<file path="src/rtl/fir_stream_sched_if.sv">
// Stream-side and core-side signal bundle for fir_stream_sched.
// slave = scheduler view, master = driver/testbench view.
interface fir_stream_sched_if #(
  parameter int InputWidth  = 16,
  parameter int OutputWidth = 38,
  parameter int CntWidth    = 16
);
  logic                   en;
  logic                   s_valid;
  logic                   s_ready;
  logic [InputWidth-1:0]  s_data;
  logic                   core_in_valid;
  logic [InputWidth-1:0]  core_in_data;
  logic                   core_out_valid;
  logic [OutputWidth-1:0] core_out_data;
  logic                   m_valid;
  logic                   m_ready;
  logic [OutputWidth-1:0] m_data;
  logic                   busy;
  logic                   err;
  logic                   clr_err;
  logic [CntWidth-1:0]    count;

  modport slave (
    input  en, s_valid, s_data, core_out_valid, core_out_data, m_ready, clr_err,
    output s_ready, core_in_valid, core_in_data, m_valid, m_data, busy, err, count
  );

  modport master (
    output en, s_valid, s_data, core_out_valid, core_out_data, m_ready, clr_err,
    input  s_ready, core_in_valid, core_in_data, m_valid, m_data, busy, err, count
  );
endinterface

</file>
<file path="src/rtl/fir_stream_sched.sv">
// Valid/ready front end for a non-stallable sequential FIR core: input FIFO,
// one-in-flight issue control, held result register and response watchdog.
module fir_stream_sched #(
  parameter int InputWidth    = 16,
  parameter int OutputWidth   = 38,
  parameter int Depth         = 8,
  parameter int TimeoutCycles = 100,
  parameter int CntWidth      = 16
) (
  input  logic              clk,
  input  logic              rst,
  fir_stream_sched_if.slave bus
);
  localparam int AW = (Depth > 1) ? $clog2(Depth) : 1;
  localparam int TW = $clog2(TimeoutCycles + 1);

  typedef enum logic [1:0] {IDLE, ISSUE, WAIT} state_e;

  state_e                 state_q, state_d;
  logic [InputWidth-1:0]  mem_q [Depth];
  logic [AW-1:0]          wr_ptr_q, rd_ptr_q;
  logic [AW:0]            occ_q;
  logic [TW-1:0]          timer_q, timer_d;
  logic [InputWidth-1:0]  cin_data_q;
  logic                   mval_q, mval_d;
  logic [OutputWidth-1:0] mdata_q;
  logic                   err_q, err_d;
  logic [CntWidth-1:0]    cnt_q;

  logic full, empty, push, pop, out_free, capture, timeout, deliver;

  assign full     = (occ_q == (AW+1)'(Depth));
  assign empty    = (occ_q == '0);
  assign push     = bus.s_valid & ~full;
  assign out_free = ~mval_q | bus.m_ready;
  assign deliver  = mval_q & bus.m_ready;

  // Issue is gated on out_free so the core can never overwrite an unread result.
  always_comb begin
    state_d = state_q;
    timer_d = timer_q;
    pop     = 1'b0;
    capture = 1'b0;
    timeout = 1'b0;
    case (state_q)
      IDLE: begin
        if (bus.en && !empty && out_free) begin
          state_d = ISSUE;
          pop     = 1'b1;
        end
      end
      ISSUE: begin
        state_d = WAIT;
        timer_d = '0;
      end
      WAIT: begin
        timer_d = timer_q + 1'b1;
        if (bus.core_out_valid) begin
          capture = 1'b1;
          state_d = IDLE;
        end else if (timer_q == TW'(TimeoutCycles - 1)) begin
          timeout = 1'b1;
          state_d = IDLE;
        end
      end
      default: state_d = IDLE;
    endcase
  end

  assign mval_d = capture | (mval_q & ~bus.m_ready);
  assign err_d  = timeout | (err_q & ~bus.clr_err);

  always_ff @(posedge clk or negedge rst) begin
    if (!rst) begin
      state_q <= IDLE;
      timer_q <= '0;
    end else begin
      state_q <= state_d;
      timer_q <= timer_d;
    end
  end

  // Storage needs no reset; only the pointers/occupancy define contents.
  always_ff @(posedge clk) begin
    if (push) mem_q[wr_ptr_q] <= bus.s_data;
  end

  always_ff @(posedge clk or negedge rst) begin
    if (!rst) begin
      wr_ptr_q <= '0;
      rd_ptr_q <= '0;
      occ_q    <= '0;
    end else begin
      if (push) wr_ptr_q <= (wr_ptr_q == AW'(Depth - 1)) ? '0 : wr_ptr_q + 1'b1;
      if (pop)  rd_ptr_q <= (rd_ptr_q == AW'(Depth - 1)) ? '0 : rd_ptr_q + 1'b1;
      case ({push, pop})
        2'b10:   occ_q <= occ_q + 1'b1;
        2'b01:   occ_q <= occ_q - 1'b1;
        default: occ_q <= occ_q;
      endcase
    end
  end

  always_ff @(posedge clk or negedge rst) begin
    if (!rst) begin
      cin_data_q <= '0;
      mval_q     <= 1'b0;
      mdata_q    <= '0;
      err_q      <= 1'b0;
      cnt_q      <= '0;
    end else begin
      if (pop)     cin_data_q <= mem_q[rd_ptr_q];
      if (capture) mdata_q    <= bus.core_out_data;
      if (deliver) cnt_q      <= cnt_q + 1'b1;
      mval_q <= mval_d;
      err_q  <= err_d;
    end
  end

  assign bus.s_ready       = ~full;
  assign bus.core_in_valid = (state_q == ISSUE);
  assign bus.core_in_data  = cin_data_q;
  assign bus.m_valid       = mval_q;
  assign bus.m_data        = mdata_q;
  assign bus.busy          = (state_q != IDLE);
  assign bus.err           = err_q;
  assign bus.count         = cnt_q;
endmodule

</file>
<file path="src/flat_wrapper.sv">
// flat-port wrapper written by rule: the top's interface ports become plain ports
module fir_stream_sched_flat 
#(
  parameter int InputWidth    = 16,
  parameter int OutputWidth   = 38,
  parameter int Depth         = 8,
  parameter int TimeoutCycles = 100,
  parameter int CntWidth      = 16
)
  (clk, rst, bus_en, bus_s_valid, bus_s_data, bus_core_out_valid, bus_core_out_data, bus_m_ready, bus_clr_err, bus_s_ready, bus_core_in_valid, bus_core_in_data, bus_m_valid, bus_m_data, bus_busy, bus_err, bus_count);
  fir_stream_sched_if #(.InputWidth(InputWidth), .OutputWidth(OutputWidth), .CntWidth(CntWidth)) bus_i ();
  input  logic clk;
  input  logic rst;
  input wire logic [$bits(bus_i.en)-1:0] bus_en;
  input wire logic [$bits(bus_i.s_valid)-1:0] bus_s_valid;
  input wire logic [$bits(bus_i.s_data)-1:0] bus_s_data;
  input wire logic [$bits(bus_i.core_out_valid)-1:0] bus_core_out_valid;
  input wire logic [$bits(bus_i.core_out_data)-1:0] bus_core_out_data;
  input wire logic [$bits(bus_i.m_ready)-1:0] bus_m_ready;
  input wire logic [$bits(bus_i.clr_err)-1:0] bus_clr_err;
  output wire logic [$bits(bus_i.s_ready)-1:0] bus_s_ready;
  output wire logic [$bits(bus_i.core_in_valid)-1:0] bus_core_in_valid;
  output wire logic [$bits(bus_i.core_in_data)-1:0] bus_core_in_data;
  output wire logic [$bits(bus_i.m_valid)-1:0] bus_m_valid;
  output wire logic [$bits(bus_i.m_data)-1:0] bus_m_data;
  output wire logic [$bits(bus_i.busy)-1:0] bus_busy;
  output wire logic [$bits(bus_i.err)-1:0] bus_err;
  output wire logic [$bits(bus_i.count)-1:0] bus_count;
  assign bus_i.en = bus_en;
  assign bus_i.s_valid = bus_s_valid;
  assign bus_i.s_data = bus_s_data;
  assign bus_i.core_out_valid = bus_core_out_valid;
  assign bus_i.core_out_data = bus_core_out_data;
  assign bus_i.m_ready = bus_m_ready;
  assign bus_i.clr_err = bus_clr_err;
  assign bus_s_ready = bus_i.s_ready;
  assign bus_core_in_valid = bus_i.core_in_valid;
  assign bus_core_in_data = bus_i.core_in_data;
  assign bus_m_valid = bus_i.m_valid;
  assign bus_m_data = bus_i.m_data;
  assign bus_busy = bus_i.busy;
  assign bus_err = bus_i.err;
  assign bus_count = bus_i.count;
  fir_stream_sched #(.InputWidth(InputWidth), .OutputWidth(OutputWidth), .Depth(Depth), .TimeoutCycles(TimeoutCycles), .CntWidth(CntWidth)) u_core (.clk(clk), .rst(rst), .bus(bus_i));
endmodule
</file>
<file path="config.mk">
export PLATFORM = sky130hd
export DESIGN_NAME = fir_stream_sched_flat
export DESIGN_NICKNAME = d
export VERILOG_FILES = /design/src/rtl/fir_stream_sched_if.sv /design/src/rtl/fir_stream_sched.sv /design/src/flat_wrapper.sv
export SDC_FILE = /design/constraint.sdc
export NUM_CORES = 1
export LEC_CHECK = 0
export ABC_AREA = 1
export CAP_MARGIN = 10
export CELL_PAD_IN_SITES_DETAIL_PLACEMENT = 0
export CELL_PAD_IN_SITES_GLOBAL_PLACEMENT = 1
export CORE_AREA = 4 4 196 198
export CTS_BUF_LIST = sky130_fd_sc_hd__clkbuf_4
export DETAILED_ROUTE_END_ITERATION = 8
export DIE_AREA = 0 0 200 202
export GPL_TIMING_DRIVEN = 0
export PLACE_DENSITY = 0.59
export RECOVER_POWER = 25
export SYNTH_ARGS = -nofsm -noshare
export SYNTH_HDL_FRONTEND = slang
export SYNTH_SLANG_ARGS = --single-unit
</file>
<file path="constraint.sdc">
create_clock -name clk -period 3.5 [get_ports clk]
set_input_delay 0.7 -clock clk [delete_from_list [all_inputs] [get_ports clk]]
set_output_delay 0.7 -clock clk [all_outputs]
set_load 0.02 [all_outputs]
</file>
==> impl_metrics.toml, run 1 <==
[detailed_routing]
first_pass_iters = 4
wire_per_inst_microns = 16.13
drt-initial-drc-count = 249
vias_per_cell = 4.207
drt_wl_total_mm = 24.46
drc_errors = 0
drtAntennaViolNets = 0
num_vias = 6378

[pwr]
sequentialPowerShare_pct = 36.1
power.total_mw = 10.20
switchingPower_mw = 3.740
vdd_ir_drop_max_v = 0.0003712
power.internal_mw = 6.460
pwr-share-comb_pct = 38.5
netSwitchingFraction_pct = 36.67
share_clk_of_total_power_pct = 25.4
p_leak_nw = 4.879
p_per_area_mw_per_mm2 = 843.8

[die]
dieHeight_microns = 202
pin_count = 136
core_area_sq_mm = 0.03652
die_w_microns = 200
rows = 70
die-area_sq_mm = 0.04040
start_util_pct = 24.88

[critical_path]
critPathBufInv = 3
critPathKind = "reg2out"
cpPeakStageDelay_ns = 0.66
end_kind = "primary output"
worst_ep_arrival_time_ns = 2.16
worstSetupStartpointType = "flop"
cpLargestDelayFamily = "buffers and inverters"
worstPathRequired_ns = 2.80
crit_path_max_fanout = 3
path_cells = "inv_1, ha_1, inv_1, clkdlybuf4s50_1"
crit_slowest_cell = "clkdlybuf4s50_1"
cp_common_cell = "inv_1"

[logic_synthesis]
netlist_instances = 781
synth.avg_cell_area_sq_um = 11.64
synth_area_leader_cell = "edfxtp_1"
synth-seq-cells = 219
synth_top_cell_area_share_pct = 42.30
seq_area_frac_synth_pct = 67.36
yosysWarnings = 0
synth.distinct_cells = 35
netlist_area_sq_mm = 0.009087
netlist_top_cells_area = "edfxtp_1 (42%), dfrtp_1 (25%), nor2_1 (6.5%)"
syn_nets = 855

[clock_tree]
clock_sinks = 219
clk_pin_slew_ns = 0.06
cts_buffer_depth = 3
root_buffer = "clkbuf_4"
clock_latency_ns = 0.68
tritoncts.num_buffers = 66
cts.htree.levels = 3
cts_tree = "yes"
post-cts-setup-buffers = 0

[timing]
report.final.setup_viol = 0
min_period_ns = 2.856
setup_slack_ns = 0.6435
finalCritPeriodShare_pct = 81.61
slew_headroom_pct = 58.64
max_freq_mhz = 350.1
worst_pin_slew_ns = 0.6204
timing.setup.tns_ns = 0
rsz0062_at_grt = "false"
hold_viol_final = 0
slew_violations = 0
skew_ns = 0.08284
hold-worst-slack_ns = 0.4800

[grt]
grt_pass1_vias = 6689
grt_overflow = 0
antenna_found_initial = 1
grt_pass1_wl_mm = 38.13
track_usage_pct = 12.29
grt_max_degree = 56

[finish]
layout-drive-gt1-share_pct = 19.69
final_design_area_no_fill_sq_mm = 0.01209
nFillCells = 3679
syn_to_final_growth_pct = 33.03
nNetsFinal = 1068

[place]
dpl_worst_slack_ns = 0.4362
hpwl_mm = 17.02
gp_congestion = 0.7465
placed_area_sq_mm = 0.01118
portBuffers = 135

[min_path]
holdCritPathClass = "reg2reg"

[status]
outcome = "complete, no violations"

[flow_run]
max-cap-violations = 0
-- synthesized netlist by cell type --
cell type / count
edfxtp_1: 128
inv_2: 2
a21boi_2: 1
nor2_8: 1
nor2_2: 2
nand2_1: 103
nor2_4: 2
a21oi_1: 6
o21bai_1: 1
mux2_4: 9
o21ai_1: 37
nand2_2: 5
buf_4: 5
or2_2: 1
xnor2_1: 5
nor3b_1: 1
nand4_1: 1
buf_6: 7
dfrtp_1: 91
o22ai_1: 1
o21a_1: 1
o21ai_0: 37
clkinv_1: 1
nor2_1: 157
nor3_1: 1
mux2_2: 29
xor2_1: 8
ha_1: 13
inv_1: 38
buf_2: 14
nor3_2: 1
inv_4: 1
nand3b_1: 1
clkbuf_1: 5
nand3_1: 65
-- per-stage QoR --
stage               utilization (%)  instances
floorplan                         -        781
global route                  33.10       1516
detailed placement            30.62       1393
global placement              30.19       1384
finish                        33.10       1516
CTS                           33.09       1514
-- worst paths after layout --
kind,start,end,slack [ns],depth (start not counted)
max in group asynchronous,rst,u_core.bus.core_in_data[0],2.24,3
worst min register to register,u_core.bus.core_in_data[14],u_core.bus.core_in_data[14],0.48,2
worst max register to register,u_core.state_q[0],u_core.occ_q[2],1.19,13
worst min-delay path,u_core.bus.core_in_data[14],u_core.bus.core_in_data[14],0.48,2
min in group asynchronous,rst,u_core.bus.m_data[3],0.58,2
worst max-delay path,u_core.state_q[0],bus_busy,0.64,4
-- power by group through the flow --
| stage | clock network (mW) | logic, mW | registers, mW |
|---|---|---|---|
| 2_1_floorplan | 0 | 1.88 | 4.12 |
| 3_3_place_gp | 0 | 3.91 | 3.74 |
| 3_5_place_dp | 0 | 4.00 | 3.73 |
| 4_1_cts | 2.69 | 4.02 | 3.69 |
| 5_1_grt | 2.84 | 4.33 | 3.76 |
| 6_report | 2.59 | 3.92 | 3.69 |
-- registers in the layout, summed over array words and instances (netlist names) --
signal and flops:
u_core.timer_q 7, u_core.bus.err 1, u_core.bus.m_valid 1, u_core.bus.count 16, u_core.bus.core_in_data 16, u_core.rd_ptr_q 3, u_core.bus.m_data 38, u_core.wr_ptr_q 3
u_core.occ_q 4, u_core.state_q 2, u_core.mem_q 128
-- worst min-delay path: stages, from the launching register on --
cell,delay (ns)
dfrtp_1,0.34
nand2_1,0.06
nand2_1,0.05
-- metal layers --
metal  GRT usage, %  vias to the layer above  wire, microns
li1               -                     3114              -
met1          15.34                     3071          10620
met2          20.49                      140          11960
met3          2.934                       53           1117
met4          4.779                        0            751
met5              0                        -              0
-- cell families (layout without fill, tap and decap cells) --
logic type	after synthesis	after routing	share of synthesized area (%)
and+or+nand+nor	341	341	15.74
DFF	219	219	67.36
AOI/OAI and AO/OA	84	84	4.764
buffers and inverters	73	338	4.021
muxes	38	38	5.081
adders and majority gates	13	13	1.790
xor gates and xnor gates	13	13	1.253
other	0	2	0
-- cell type report --
| class | instances | area, sq um | area share, % |
|---|---|---|---|
| clock inverter | 21 | 148.9 | 1.232 |
| antenna | 2 | 5.005 | 0.04140 |
| timing repair buffer | 145 | 1499 | 12.40 |
| inverter | 42 | 160.2 | 1.325 |
| tap | 468 | 585.6 | 4.844 |
| sequential | 219 | 6121 | 50.63 |
| clock buffer | 99 | 743.2 | 6.148 |
| buffer | 31 | 205.2 | 1.697 |
| multi-input combinational | 489 | 2621 | 21.68 |
-- layout by cell type (no fill, tap or decap), types with 5 or more instances in the layout --
master	n
a21oi_1	6
buf_2	14
buf_4	6
buf_6	9
buf_8	6
clkbuf_1	5
clkbuf_4	99
clkdlybuf4s50_1	118
clkinv_1	13
dfrtp_1	91
dlygate4sd3_1	17
edfxtp_1	128
ha_1	13
inv_1	38
mux2_2	29
mux2_4	9
nand2_1	103
nand2_2	5
nand3_1	65
nor2_1	149
nor2_2	10
o21ai_0	37
o21ai_1	37
xnor2_1	5
xor2_1	8
-- what timing repair did --
action,CTS,global route
gates resized for setup,0,0
hold buffers,1,0
endpoints found under the hold margin,22,0
(Power assumes the default switching activity.)
==> run 2, diff against run 1 <==
Settings changed: PLACE_DENSITY 0.59 to 0.6.
Clock period 3.5 ns to 2.49 ns, I/O delays scaled along.
==> run 2 against run 1 <==
Against the previous run: the flow now finishes with violations (capacitance limit, slew limit); register-to-register slack worse by 0.94 ns; die area unchanged; final area down 0.97%; hold slack worse by 0.095 ns; count of clock-buffer cells in the layout down 11; total power up 36%; sequential power up 40%; non-clock buffer count unchanged.
==> impl_metrics.toml, run 2 (synthesis results as in run 1) <==
[critical_path]
r2r_start = "u_core.state_q[0]"
cpPeakStageDelay_ns = 0.37
worstSetupStartpointType = "flop"
end_kind = "primary output"
crit_slowest_cell = "dfrtp_1"
crit_path_max_fanout = 3
cpLargestDelayFamily = "buffers and inverters"
path_cells = "inv_1, ha_1, inv_1, clkdlybuf4s15_2"
worst_ep_arrival_time_ns = 1.84
critPathKind = "reg2out"
r2r-end = "u_core.occ_q[2]"
r2r_slack_ns = 0.25
critPathBufInv = 3
worstPathRequired_ns = 1.99
worstRegToRegCells = 13
cp_common_cell = "inv_1"

[grt]
grt_pass1_vias = 6676
track_usage_pct = 12.09
grt_max_degree = 63
antenna_found_initial = 1
grt_pass1_wl_mm = 37.77
grt_overflow = 0

[die]
core_area_sq_mm = 0.03652
die-area_sq_mm = 0.04040
dieHeight_microns = 202
rows = 70
start_util_pct = 24.88
pin_count = 136
die_w_microns = 200

[clock_tree]
post-cts-setup-buffers = 0
clk_pin_slew_ns = 0.07
tritoncts.num_buffers = 60
cts_tree = "yes"
cts.htree.levels = 2
root_buffer = "clkbuf_4"
clock_sinks = 219
cts_buffer_depth = 3
clock_latency_ns = 0.73

[finish]
layout-drive-gt1-share_pct = 18.78
final_cell_mix = "nor2_1 (149), edfxtp_1 (128), clkdlybuf4s50_1 (115), nand2_1 (103), dfrtp_1 (91)"
mostFrequentLayoutCell = "nor2_1"
final_cells = 1503
largest_register = "u_core.mem_q"
largest_reg_flops = 128
nNetsFinal = 1062
syn_to_final_growth_pct = 31.74
nFillCells = 3714

[timing]
hold_viol_final = 0
timing.setup.tns_ns = 0
report.final.setup_viol = 0
slew_headroom_pct = -22.79
skew_ns = 0.07038
slew_violations = 30
max_freq_mhz = 427.2
min_period_ns = 2.341
rsz0062_at_grt = "false"
finalCritPeriodShare_pct = 94.01
hold-worst-slack_ns = 0.3846
worst_pin_slew_ns = 1.842

[flow_run]
max-cap-violations = 1

[place]
gp_congestion = 0.7519
portBuffers = 135
placed_cells = 1393
hpwl_mm = 16.94

[detailed_routing]
drt_wl_total_mm = 24.26
first_pass_iters = 4
wire_per_inst_microns = 16.14
num_vias = 6376
drtAntennaViolNets = 0
drc_errors = 0
drt-initial-drc-count = 360
vias_per_cell = 4.242

[pwr]
vdd_ir_drop_max_v = 0.0004763
p_per_area_mw_per_mm2 = 1158
p_leak_nw = 4.809
power.total_mw = 13.87

[min_path]
hold_path_end = "u_core.bus.err"
holdCritPathClass = "in2reg"
hold_depth = 2
hp-start = "bus_clr_err"

[status]
violations = "capacitance limit, slew limit"
outcome = "finished, violations left"
[run 2: cell types whose count changed in the layout (fill, tap and decap cells not counted), moves of 2 or more]
| cell | delta |
|---|---|
| buf_4 | -2 |
| bufinv_16 | -2 |
| clkbuf_4 | -11 |
| clkdlybuf4s50_1 | -3 |
| dlygate4sd2_1 | +2 |
[run 2: per-stage QoR]
step	area, sq um	util (%)	worst slack (ns)
finish	11970	32.78	0.1492
global route	11970	32.78	0.01593
CTS	11960	32.76	0.03890
detailed placement	11200	30.67	-0.4003
global placement	11020	30.19	-2.877
floorplan	9087	-	0.3038
[run 2: what timing repair did]
| item | CTS | global route |
|---|---|---|
| hold buffers | 1 | 0 |
| endpoints found under the setup margin | 3 | 1 |
| pin swaps | 0 | 0 |
| gates resized for setup | 5 | 2 |
| endpoints found under the hold margin | 29 | 0 |
[run 2: how the worst max path moves through the flow]
stage / start / end / slack, ns / cells past startpoint
final: u_core.state_q[0] / bus_busy / 0.15 / 4
after global routing: u_core.state_q[1] / u_core.occ_q[2] / 0.02 / 13
after CTS: u_core.state_q[0] / bus_busy / 0.04 / 4
after detailed placement: bus_m_ready / u_core.occ_q[2] / -0.40 / 14
after global placement: rst / u_core.bus.core_in_data[2] / -2.88 / 1
after floorplan: u_core.occ_q[2] / u_core.mem_q[0][0] / 0.30 / 5
[run 2: metal layers]
layer	routed length, microns	global-route usage (%)	up-vias
li1	-	-	3092
met1	10460	14.95	3090
met2	12000	20.36	136
met3	1033	2.867	58
met4	763	4.682	0
met5	0	0	-
[run 2: area by class of cell]
| type | instances | area (sq um) | area share [%] |
|---|---|---|---|
| repair buffers | 145 | 1514 | 12.65 |
| inverters | 42 | 160.2 | 1.338 |
| plain buffers | 31 | 209.0 | 1.745 |
| multi-input cells | 489 | 2624 | 21.92 |
| well taps | 468 | 585.6 | 4.891 |
| diodes | 2 | 5.005 | 0.04181 |
| clock inverters | 19 | 92.59 | 0.7734 |
| clock buffers | 88 | 660.6 | 5.518 |
| flip-flops and latches | 219 | 6121 | 51.13 |
[run 2: worst register-to-register path: stages, from the launching register on]
cell     delay (ns)
dfrtp_1        0.39
inv_1          0.10
ha_1           0.19
inv_1          0.11
nor2_8         0.19
buf_6          0.20
ha_2           0.22
nand2_1        0.05
inv_1          0.06
nor2_1         0.05
ha_1           0.17
a21oi_1        0.14
xor2_1         0.15
o21ai_0        0.08
[run 2: where the power goes]
group	internal, mW	switching [mW]
sequential	4.76	0.425
clock	1.62	1.53
combinational	2.29	3.24
